## config.mk

```make
export PLATFORM = sky130hd
export DESIGN_NAME = mux_32_1_tdm_scanner_flat
export DESIGN_NICKNAME = d
export VERILOG_FILES = /design/src/rtl/mux_32_1_tdm_scanner_if.sv /design/src/rtl/mux_32_1_tdm_scanner.sv /design/src/flat_wrapper.sv
export SDC_FILE = /design/constraint.sdc
export NUM_CORES = 1
export LEC_CHECK = 0
export CAP_MARGIN = 40
export CORE_ASPECT_RATIO = 0.8
export CORE_MARGIN = 10
export CORE_UTILIZATION = 38
export DETAILED_ROUTE_END_ITERATION = 12
export MAX_ROUTING_LAYER = met4
export PLACE_DENSITY = 0.72
export SYNTH_ARGS = -nofsm -noshare
export SYNTH_HDL_FRONTEND = slang
export SYNTH_SLANG_ARGS = --single-unit
```

## constraint.sdc

```tcl
create_clock -name Clock_In -period 1.4 [get_ports Clock_In]
set_input_delay 0.21 -clock Clock_In [delete_from_list [all_inputs] [get_ports Clock_In]]
set_output_delay 0.21 -clock Clock_In [all_outputs]
set_load 0.005 [all_outputs]
```

## src/rtl/mux_32_1_tdm_scanner_if.sv

```systemverilog
// Beat-stream bundle between the 32:1 TDM scanner (master) and its consumer (slave).
// MUX_CHANNEL_MASK_EN adds the Mask_In channel-skip vector.
interface mux_32_1_tdm_scanner_if #(
    parameter int unsigned NUM_CH    = 32,
    parameter int unsigned SEL_WIDTH = 5
);
    logic                 Enable_In;
    logic [NUM_CH-1:0]    Data_In;
    logic                 Ready_In;
`ifdef MUX_CHANNEL_MASK_EN
    logic [NUM_CH-1:0]    Mask_In;
`endif
    logic                 Valid_Out;
    logic                 Data_Out;
    logic [SEL_WIDTH-1:0] Select_Out;
    logic                 Frame_Start_Out;
    logic                 Frame_Done_Out;

`ifdef MUX_CHANNEL_MASK_EN
    modport master (
        input  Enable_In, Data_In, Ready_In, Mask_In,
        output Valid_Out, Data_Out, Select_Out, Frame_Start_Out, Frame_Done_Out
    );
    modport slave (
        output Enable_In, Data_In, Ready_In, Mask_In,
        input  Valid_Out, Data_Out, Select_Out, Frame_Start_Out, Frame_Done_Out
    );
`else
    modport master (
        input  Enable_In, Data_In, Ready_In,
        output Valid_Out, Data_Out, Select_Out, Frame_Start_Out, Frame_Done_Out
    );
    modport slave (
        output Enable_In, Data_In, Ready_In,
        input  Valid_Out, Data_Out, Select_Out, Frame_Start_Out, Frame_Done_Out
    );
`endif
endinterface

```

## src/rtl/mux_32_1_tdm_scanner.sv

```systemverilog
// Sequential NUM_CH:1 TDM scanner: one valid/ready beat {bit, index} per channel, in index order.
// Define MUX_CHANNEL_MASK_EN to add Mask_In, which skips masked channels.
module mux_32_1_tdm_scanner #(
    parameter int unsigned NUM_CH       = 32,
    parameter int unsigned SEL_WIDTH    = 5,
    parameter int unsigned DWELL_CYCLES = 0
) (
    input logic                    Clock_In,
    input logic                    Reset_N_In,
    mux_32_1_tdm_scanner_if.master bus
);
    localparam int unsigned DwellW    = (DWELL_CYCLES > 1) ? $clog2(DWELL_CYCLES) : 1;
    localparam int unsigned DwellLast = (DWELL_CYCLES > 0) ? DWELL_CYCLES - 1 : 0;

    typedef enum logic [1:0] {StIdle, StLoad, StHold, StWait} state_e;

    state_e               state_q, state_d;
    logic [SEL_WIDTH-1:0] ch_q, ch_d;
    logic [DwellW-1:0]    dwell_q, dwell_d;
    logic                 valid_q, valid_d;
    logic                 data_q, data_d;
    logic [SEL_WIDTH-1:0] sel_q, sel_d;
    logic                 fs_q, fs_d;
    logic                 fd_q, fd_d;
    logic                 last_q, last_d;

    logic [NUM_CH-1:0]    mask;
    logic [SEL_WIDTH-1:0] load_ch, lo_ch, hi_ch;
    logic                 any_ch;

`ifdef MUX_CHANNEL_MASK_EN
    assign mask = bus.Mask_In;
`else
    assign mask = '0;
`endif

    assign any_ch = ~&mask;

    // load_ch: first unmasked index at or after ch_q (wrapping); lo/hi bound the frame.
    always_comb begin
        logic [SEL_WIDTH-1:0] cand;
        cand    = '0;
        load_ch = ch_q;
        lo_ch   = '0;
        hi_ch   = '0;
        for (int i = NUM_CH - 1; i >= 0; i--) begin
            cand = ch_q + SEL_WIDTH'(i);
            if (!mask[cand]) load_ch = cand;
            if (!mask[i]) lo_ch = SEL_WIDTH'(i);
        end
        for (int i = 0; i < NUM_CH; i++) begin
            if (!mask[i]) hi_ch = SEL_WIDTH'(i);
        end
    end

    always_comb begin
        state_d = state_q;
        ch_d    = ch_q;
        dwell_d = dwell_q;
        valid_d = valid_q;
        data_d  = data_q;
        sel_d   = sel_q;
        fs_d    = fs_q;
        last_d  = last_q;
        fd_d    = 1'b0;
        unique case (state_q)
            StIdle: begin
                if (bus.Enable_In && any_ch) state_d = StLoad;
            end
            StLoad: begin
                if (any_ch) begin
                    data_d  = bus.Data_In[load_ch];
                    sel_d   = load_ch;
                    valid_d = 1'b1;
                    fs_d    = (load_ch == lo_ch);
                    // Captured here so a later mask change cannot retarget the held beat.
                    last_d  = (load_ch == hi_ch);
                    state_d = StHold;
                end else begin
                    ch_d    = '0;
                    state_d = StIdle;
                end
            end
            StHold: begin
                if (bus.Ready_In) begin
                    valid_d = 1'b0;
                    fs_d    = 1'b0;
                    fd_d    = last_q;
                    ch_d    = sel_q + 1'b1;
                    if (DWELL_CYCLES > 0) begin
                        dwell_d = '0;
                        state_d = StWait;
                    end else if (bus.Enable_In) begin
                        state_d = StLoad;
                    end else begin
                        ch_d    = '0;
                        state_d = StIdle;
                    end
                end
            end
            StWait: begin
                if (dwell_q == DwellW'(DwellLast)) begin
                    if (bus.Enable_In) begin
                        state_d = StLoad;
                    end else begin
                        ch_d    = '0;
                        state_d = StIdle;
                    end
                end else begin
                    dwell_d = dwell_q + 1'b1;
                end
            end
            default: state_d = StIdle;
        endcase
    end

    always_ff @(posedge Clock_In or negedge Reset_N_In) begin
        if (!Reset_N_In) begin
            state_q <= StIdle;
            ch_q    <= '0;
            dwell_q <= '0;
            valid_q <= 1'b0;
            data_q  <= 1'b0;
            sel_q   <= '0;
            fs_q    <= 1'b0;
            fd_q    <= 1'b0;
            last_q  <= 1'b0;
        end else begin
            state_q <= state_d;
            ch_q    <= ch_d;
            dwell_q <= dwell_d;
            valid_q <= valid_d;
            data_q  <= data_d;
            sel_q   <= sel_d;
            fs_q    <= fs_d;
            fd_q    <= fd_d;
            last_q  <= last_d;
        end
    end

    assign bus.Valid_Out       = valid_q;
    assign bus.Data_Out        = data_q;
    assign bus.Select_Out      = sel_q;
    assign bus.Frame_Start_Out = fs_q;
    assign bus.Frame_Done_Out  = fd_q;
endmodule

```

## src/flat_wrapper.sv

```systemverilog
// flat-port wrapper written by rule: the top's interface ports become plain ports
module mux_32_1_tdm_scanner_flat 
#(
    parameter int unsigned NUM_CH       = 32,
    parameter int unsigned SEL_WIDTH    = 5,
    parameter int unsigned DWELL_CYCLES = 0
)
  (Clock_In, Reset_N_In, bus_Enable_In, bus_Data_In, bus_Ready_In, bus_Valid_Out, bus_Data_Out, bus_Select_Out, bus_Frame_Start_Out, bus_Frame_Done_Out);
  mux_32_1_tdm_scanner_if #(.NUM_CH(NUM_CH), .SEL_WIDTH(SEL_WIDTH)) bus_i ();
  input logic Clock_In;
  input logic Reset_N_In;
  input wire logic [$bits(bus_i.Enable_In)-1:0] bus_Enable_In;
  input wire logic [$bits(bus_i.Data_In)-1:0] bus_Data_In;
  input wire logic [$bits(bus_i.Ready_In)-1:0] bus_Ready_In;
  output wire logic [$bits(bus_i.Valid_Out)-1:0] bus_Valid_Out;
  output wire logic [$bits(bus_i.Data_Out)-1:0] bus_Data_Out;
  output wire logic [$bits(bus_i.Select_Out)-1:0] bus_Select_Out;
  output wire logic [$bits(bus_i.Frame_Start_Out)-1:0] bus_Frame_Start_Out;
  output wire logic [$bits(bus_i.Frame_Done_Out)-1:0] bus_Frame_Done_Out;
  assign bus_i.Enable_In = bus_Enable_In;
  assign bus_i.Data_In = bus_Data_In;
  assign bus_i.Ready_In = bus_Ready_In;
  assign bus_Valid_Out = bus_i.Valid_Out;
  assign bus_Data_Out = bus_i.Data_Out;
  assign bus_Select_Out = bus_i.Select_Out;
  assign bus_Frame_Start_Out = bus_i.Frame_Start_Out;
  assign bus_Frame_Done_Out = bus_i.Frame_Done_Out;
  mux_32_1_tdm_scanner #(.NUM_CH(NUM_CH), .SEL_WIDTH(SEL_WIDTH), .DWELL_CYCLES(DWELL_CYCLES)) u_core (.Clock_In(Clock_In), .Reset_N_In(Reset_N_In), .bus(bus_i));
endmodule
```

* Yosys cells after proc, flatten, opt, wreduce, memory -nomap -nowiden
Memories as Yosys holds them, arrays and structs flattened. Cells that the tools add are included.
Word-level totals: memories 32, ROM bits 1024, register bits after elaboration 18
Operators by class: equal/unequal tests 8, magnitude comparators 33, reduce and logical (&&, ||, !) cells 7, add/subtract/negate cells 33, multiplexer cells 82
Memories:
- (name not given) | depth 32, width 1, read ports 1, clocked after memory_dff 0, wr ports 0, RTL line mux_32_1_tdm_scanner.sv:48 | if (!mask[cand]) load_ch = cand;
- (name not given) | depth 32, width 1, read ports 1, clocked after memory_dff 0, wr ports 0, RTL line mux_32_1_tdm_scanner.sv:48
- (name not given) | depth 32, width 1, read ports 1, clocked after memory_dff 0, wr ports 0, RTL line mux_32_1_tdm_scanner.sv:48
- (name not given) | depth 32, width 1, read ports 1, clocked after memory_dff 0, wr ports 0, RTL line mux_32_1_tdm_scanner.sv:48
- (name not given) | depth 32, width 1, read ports 1, clocked after memory_dff 0, wr ports 0, RTL line mux_32_1_tdm_scanner.sv:48
- (name not given) | depth 32, width 1, read ports 1, clocked after memory_dff 0, wr ports 0, RTL line mux_32_1_tdm_scanner.sv:48
- +26 memories
Operator list (number):
- $lt A5 B6 Y1 const B | 33
- $mux W5 | 36
- $add A5 B5 Y5 const B | 16
- $add A5 B4 Y5 const B | 8
- $mux W1 | 38
- $add A5 B3 Y5 const B | 4
- $add A5 B1 Y5 const B | 2
- $add A5 B2 Y5 const B | 2
- $pmux W5 S2 | 1
- $ne A2 B2 Y1 const B | 4
- $pmux W2 S4 | 1
- $mux W2 | 3
- $bmux W1 S5 | 1
- $eq A5 B5 Y1 const B | 1
- $logic_not A5 Y1 | 1
- $eq A2 B2 Y1 const B | 2
- $pmux W1 S2 | 2
- $reduce_and A4 Y1 | 1
- $reduce_bool A2 Y1 | 2
- $reduce_and A3 Y1 | 1
- $eq A2 B1 Y1 const B | 1
- $logic_not A2 Y1 | 1
- $reduce_and A2 Y1 | 1
- $add A1 B1 Y1 const B | 1

* Longest topological paths before layout
word-level depth 37, mapped depth 6, gate-level depth less buffers 5

* Worst setup path after synthesis
OpenSTA, ideal clock, no wires.
kind reg2reg, start register u_core.ch_q[1], end register u_core.data_q (netlist: u_core.bus.Data_Out), buffers on the path 0, stages on the path, launching flop included 5, setup time 0.130 ns, slack -0.010 ns, clock period less this slack 1.410 ns, arrival 1.279 ns, path through dfrtp_1 -> mux4_2 -> o22ai_1 -> o221a_1 -> a31oi_1
Between the ends: longest elaborated chain between the ends 37, elaborated cells on any way between the ends 129, classes of those cells add/sub: 31; mux: 66; memory: 32
Ends and longest elaborated chain:
- start: declaration | RTL line mux_32_1_tdm_scanner.sv:18 | logic [SEL_WIDTH-1:0] ch_q, ch_d;
- start signal: assignment | RTL line mux_32_1_tdm_scanner.sv:130 | ch_q <= ch_d;
- $add A5 B5 Y5 | RTL line mux_32_1_tdm_scanner.sv:47 | cand = ch_q + SEL_WIDTH'(i);
- $mem_v2 Z32 W1
- $mux W1 (not written as such) | RTL line mux_32_1_tdm_scanner.sv:48
- $mux W5 (31 in a row) | RTL line mux_32_1_tdm_scanner.sv:48
- $mux W5 * | RTL line mux_32_1_tdm_scanner.sv:48
- $bmux W1 S5 * | RTL line mux_32_1_tdm_scanner.sv:72 | data_d = bus.Data_In[load_ch];
- $mux W1 (not written as such) * | RTL line mux_32_1_tdm_scanner.sv:72
- end signal: assignment | RTL line mux_32_1_tdm_scanner.sv:133 | data_q <= data_d;
- end: declaration | RTL line mux_32_1_tdm_scanner.sv:21 | logic data_q, data_d;
Mark *: on every way between the ends. The rest lies on a longest branch, timed or not. The select of a mux whose other input is x is not followed. A chain may end at the register's enable or synchronous reset.

* Worst setup path in the final report
Same ends and word-level chain as after synthesis.

==> metrics.log <==
[metrics] Tcrit/Tclk final: 104%
[metrics] wire length of the first global-routing pass: 5.38 mm
[metrics] clock period minus worst slack: roughly 1.4 ns
[metrics] layout overhead on the synthesized area: 58.8%
[metrics] overall power after layout: 2.37 mW
[metrics] most used cells in the layout excluding fill and tap cells: sky130_fd_sc_hd__clkdlybuf4s50_1 (37), sky130_fd_sc_hd__nand2_1 (27), sky130_fd_sc_hd__buf_4 (20), sky130_fd_sc_hd__dfrtp_1 (14), sky130_fd_sc_hd__nor2_1 (9)
[metrics] net switching share of the total power: a little under two fifths
[metrics] GRT Util Overall: between 10% and 20%
[metrics] Core Rows: 17
[metrics] CP Class: register to register
[metrics] Buf/Inv on CP: 0
[metrics] final weighted congestion in routability-driven placement: between 0.8 and 0.9
[metrics] count of buffers from port buffering: 44
[metrics] path class of the lowest-slack min-delay path: input pin to async pin
[metrics] CP delay by family, top: multiplexers
[metrics] Num CTS Buffers: 3
[metrics] max-cap violation count: 0
[metrics] DP Cell Count: 200
[metrics] worst path cell trace: mux4_2 -> mux2i_1 -> o221a_1 -> a31oi_1
[metrics] Cell Pwr Density: between 1000 and 1500 nW/µm²
[metrics] first-pass iteration count of the detailed router: 4
[metrics] clock-pin slew on the worst setup and hold paths: 0.10 ns
[metrics] total die area: about 5400 µm²
[metrics] flip-flop and latch count after synthesis: 17
[metrics] met3 GRT Util: roughly 3.7%
[metrics] number of inserted diodes: 0
[metrics] result of the run: finished with violations
[metrics] drt initial violations: 44
[metrics] Crit. End Element: register
[metrics] Via density: roughly 5.1
[metrics] final instance count without filler cells: roughly 210
[metrics] Net Switching: 0.871 mW
[metrics] Internal: between 1 and 1.5 mW
[metrics] kind of start point of the critical path: register
[metrics] critical-path cell with the highest stage delay: sky130_fd_sc_hd__mux4_2
[metrics] met1 track demand over resource in global routing: roughly 15%
[metrics] Pins Over Slew Limit: 0
[metrics] share of synthesized area occupied by flip-flops and latches: 39.0%
[metrics] combinational share of power: a little under three fifths
[metrics] total of fill cells in the finished design: between 200 and 250
[metrics] half-perimeter wire length after detailed placement: roughly 2.6 mm
[metrics] width of the die: about 80 µm
[metrics] violated checks: negative setup slack
[metrics] Peak VDD IR: about 800 µV
[metrics] worst clock skew on the final layout: between 0.005 and 0.006 ns
[metrics] leading cell type in the layout, fill and taps excluded: sky130_fd_sc_hd__clkdlybuf4s50_1
[metrics] highest-utilization routing layer at the global route stage: met2
[metrics] post-synthesis cell area: roughly 1100 µm²
[metrics] CTS hold repair buffers: 0
[metrics] CTS tree: yes
[metrics] mean post-synth cell area: between 9 and 10 µm²
[metrics] Net Count, Synth: around 150
[metrics] pre-CTS WS: -0.201 ns
[metrics] slew margin rel.: 74.6%
[metrics] total number of clock tree sinks: 17
[metrics] die height: approximately 68 µm
[metrics] pin count of the biggest net entering global routing: 18
[metrics] Worst Setup Slack, final: -0.0494 ns
[metrics] CTS H-tree lvls: 1
[metrics] distinct cell type count of the synthesized netlist: 32
[metrics] share of power burned in the clock network: ~11%
[metrics] via count of the first global-routing pass: 1141
[metrics] final antenna-violating net count: 0
[metrics] fraction of met2 tracks used by global routing: between 20% and 30%
[metrics] area occupied by registers: 429 µm²
[metrics] Crit path required time: approximately 1.6 ns
[metrics] endpoint arrival time on the critical path: between 1.5 and 2 ns
[metrics] Post-Synthesis Cells: 114
[metrics] fmax: 0.690 GHz
[metrics] Worst Tran Pin Value: ~0.38 ns
[metrics] count of nets after finishing: between 200 and 250
[metrics] initial antenna violation count: 0
[metrics] Sequential Power Share: between 30% and 40%
[metrics] Initial Utilization: 39.8%
[metrics] Syn. warnings: 0
[metrics] CP max stage delay: just over 0.5 ns
[metrics] Clock Latency Late Sink: slightly below 0.3 ns
[metrics] number of buffers on the longest clock path: 2
[metrics] leakage power total: ~0.79 nW
[metrics] number of top-level pins: 45
[metrics] GR Overflow Total: 0
[metrics] placed inst area: 1630 µm²
[metrics] final hold violations: 0
[metrics] total wire length: ~3.4 mm
[metrics] worst-path fanout max: 4
[metrics] DRC: 0
[metrics] routed vias: 1075
[metrics] fraction of final layout cells sized beyond drive strength 1: between 20 and 25%
[metrics] core box area: roughly 2700 µm²
[metrics] final setup violation count: 1
[metrics] final non-filler cell area: roughly 1700 µm²
[metrics] unrepaired setup endpoints after global routing: yes
[metrics] routed length per placed instance: 16.0 µm
[metrics] root cell of the clock tree: sky130_fd_sc_hd__clkbuf_4
[metrics] multi-input gate area in the final layout: a little over 600 µm²
-- metal layers --
metal,routed length [µm],part of all wire (%)
met5,0,0
met4,9,0.27
met3,194,5.7
met2,1750,52
met1,1440,42
-- timing repair --
action                     CTS  global route
resized for setup            8             8
buffers inserted             6             2
pin swaps                    0             1
setup endpoints to repair    8            10
-- path summary, 6_finish.rpt --
check	start	endpoint	slack, ns	cells past startpoint
hold / removal	Reset_N_In	u_core.bus.Frame_Done_Out	0.23	2
max in group asynchronous	Reset_N_In	u_core.ch_q[1]	0.96	2
setup / recovery	u_core.ch_q[1]	u_core.bus.Data_Out	-0.05	4
min in group Clock_In	u_core.last_q	u_core.last_q	0.49	2
hold reg to reg	u_core.last_q	u_core.last_q	0.49	2
setup reg to reg	u_core.ch_q[1]	u_core.bus.Data_Out	-0.05	4
-- power by group through the flow --
stage               clock network (mW)  registers [mW]  logic, mW
global placement                     0           0.814       1.20
detailed placement                   0           0.824       1.22
CTS                              0.273           0.797       1.31
floorplan                            0           0.781      0.724
global route                     0.301           0.826       1.44
finish                           0.266           0.796       1.31
-- worst reg2reg max path, delay by kind of cell (launching register included) --
| kind | cells | cell delay (ns) |
|---|---|---|
| compound gates | 2 | 0.24 |
| flops | 1 | 0.43 |
| mux | 2 | 0.67 |
-- sequential cells by signal, indices dropped and copies added (netlist names) --
name                        count
u_core.state_q                  2
u_core.ch_q                     5
u_core.bus.Select_Out           5
u_core.bus.Frame_Done_Out       1
u_core.bus.Frame_Start_Out      1
u_core.bus.Valid_Out            1
u_core.bus.Data_Out             1
u_core.last_q                   1
-- per-stage QoR --
stage               util (%)  setup TNS (ns)  hold slack (ns)
finish                  63.2         -0.0494            0.233
global route            63.2          -0.169            0.237
CTS                     62.0         -0.0649            0.247
detailed placement      59.3          -0.401            0.474
global placement        59.3          -0.177            0.465
floorplan                  -        -0.00959          -0.0856
-- logic make-up (layout without fill, tap and decap cells) --
logic type / count (synthesis) / in the layout / synth area share [%]
AOI/OAI and AO/OA: 21 / 21 / 12.6
xor gates and xnor gates: 3 / 3 / 2.41
adders and majority gates: 1 / 1 / 1.15
buffers and inverters: 11 / 71 / 4.93
DFF: 17 / 17 / 39.0
muxes: 12 / 12 / 19.2
and+or+nand+nor: 49 / 49 / 20.8
-- cells in the mapped netlist --
| cell type | instances | area (µm²) |
|---|---|---|
| sky130_fd_sc_hd__a21oi_1 | 4 | 20.0 |
| sky130_fd_sc_hd__a221oi_1 | 1 | 8.76 |
| sky130_fd_sc_hd__a22o_1 | 1 | 8.76 |
| sky130_fd_sc_hd__a2bb2oi_1 | 2 | 17.5 |
| sky130_fd_sc_hd__a31oi_1 | 1 | 6.26 |
| sky130_fd_sc_hd__buf_2 | 4 | 20.0 |
| sky130_fd_sc_hd__buf_4 | 2 | 15.0 |
| sky130_fd_sc_hd__clkbuf_1 | 2 | 7.51 |
| sky130_fd_sc_hd__dfrtp_1 | 17 | 425 |
| sky130_fd_sc_hd__ha_1 | 1 | 12.5 |
| sky130_fd_sc_hd__inv_1 | 3 | 11.3 |
| sky130_fd_sc_hd__mux2_2 | 2 | 22.5 |
| sky130_fd_sc_hd__mux2i_1 | 4 | 40.0 |
| sky130_fd_sc_hd__mux4_1 | 3 | 78.8 |
| sky130_fd_sc_hd__mux4_2 | 3 | 67.6 |
| sky130_fd_sc_hd__nand2_1 | 27 | 101 |
| sky130_fd_sc_hd__nand2b_1 | 3 | 18.8 |
| sky130_fd_sc_hd__nand3_1 | 4 | 20.0 |
| sky130_fd_sc_hd__nand3b_1 | 2 | 15.0 |
| sky130_fd_sc_hd__nor2_1 | 9 | 33.8 |
| sky130_fd_sc_hd__nor2_8 | 1 | 20.0 |
| sky130_fd_sc_hd__nor2b_1 | 1 | 6.26 |
| sky130_fd_sc_hd__nor3_1 | 1 | 5.00 |
| sky130_fd_sc_hd__o2111ai_1 | 1 | 8.76 |
| sky130_fd_sc_hd__o21a_1 | 1 | 7.51 |
| sky130_fd_sc_hd__o21ai_0 | 7 | 35.0 |
| sky130_fd_sc_hd__o221a_1 | 1 | 11.3 |
| sky130_fd_sc_hd__o22ai_1 | 1 | 6.26 |
| sky130_fd_sc_hd__o31ai_1 | 1 | 7.51 |
| sky130_fd_sc_hd__or3_1 | 1 | 6.26 |
| sky130_fd_sc_hd__xnor2_1 | 1 | 8.76 |
| sky130_fd_sc_hd__xor2_1 | 2 | 17.5 |
-- area by class of cell --
type	count	area share, %
Clock buffer	4	1.52
Inverter	3	0.650
Multi-Input combinational cell	86	35.9
Sequential cell	17	24.8
Tap cell	38	2.74
Timing Repair Buffer	64	34.4
Power figures use the tool's default switching activity.
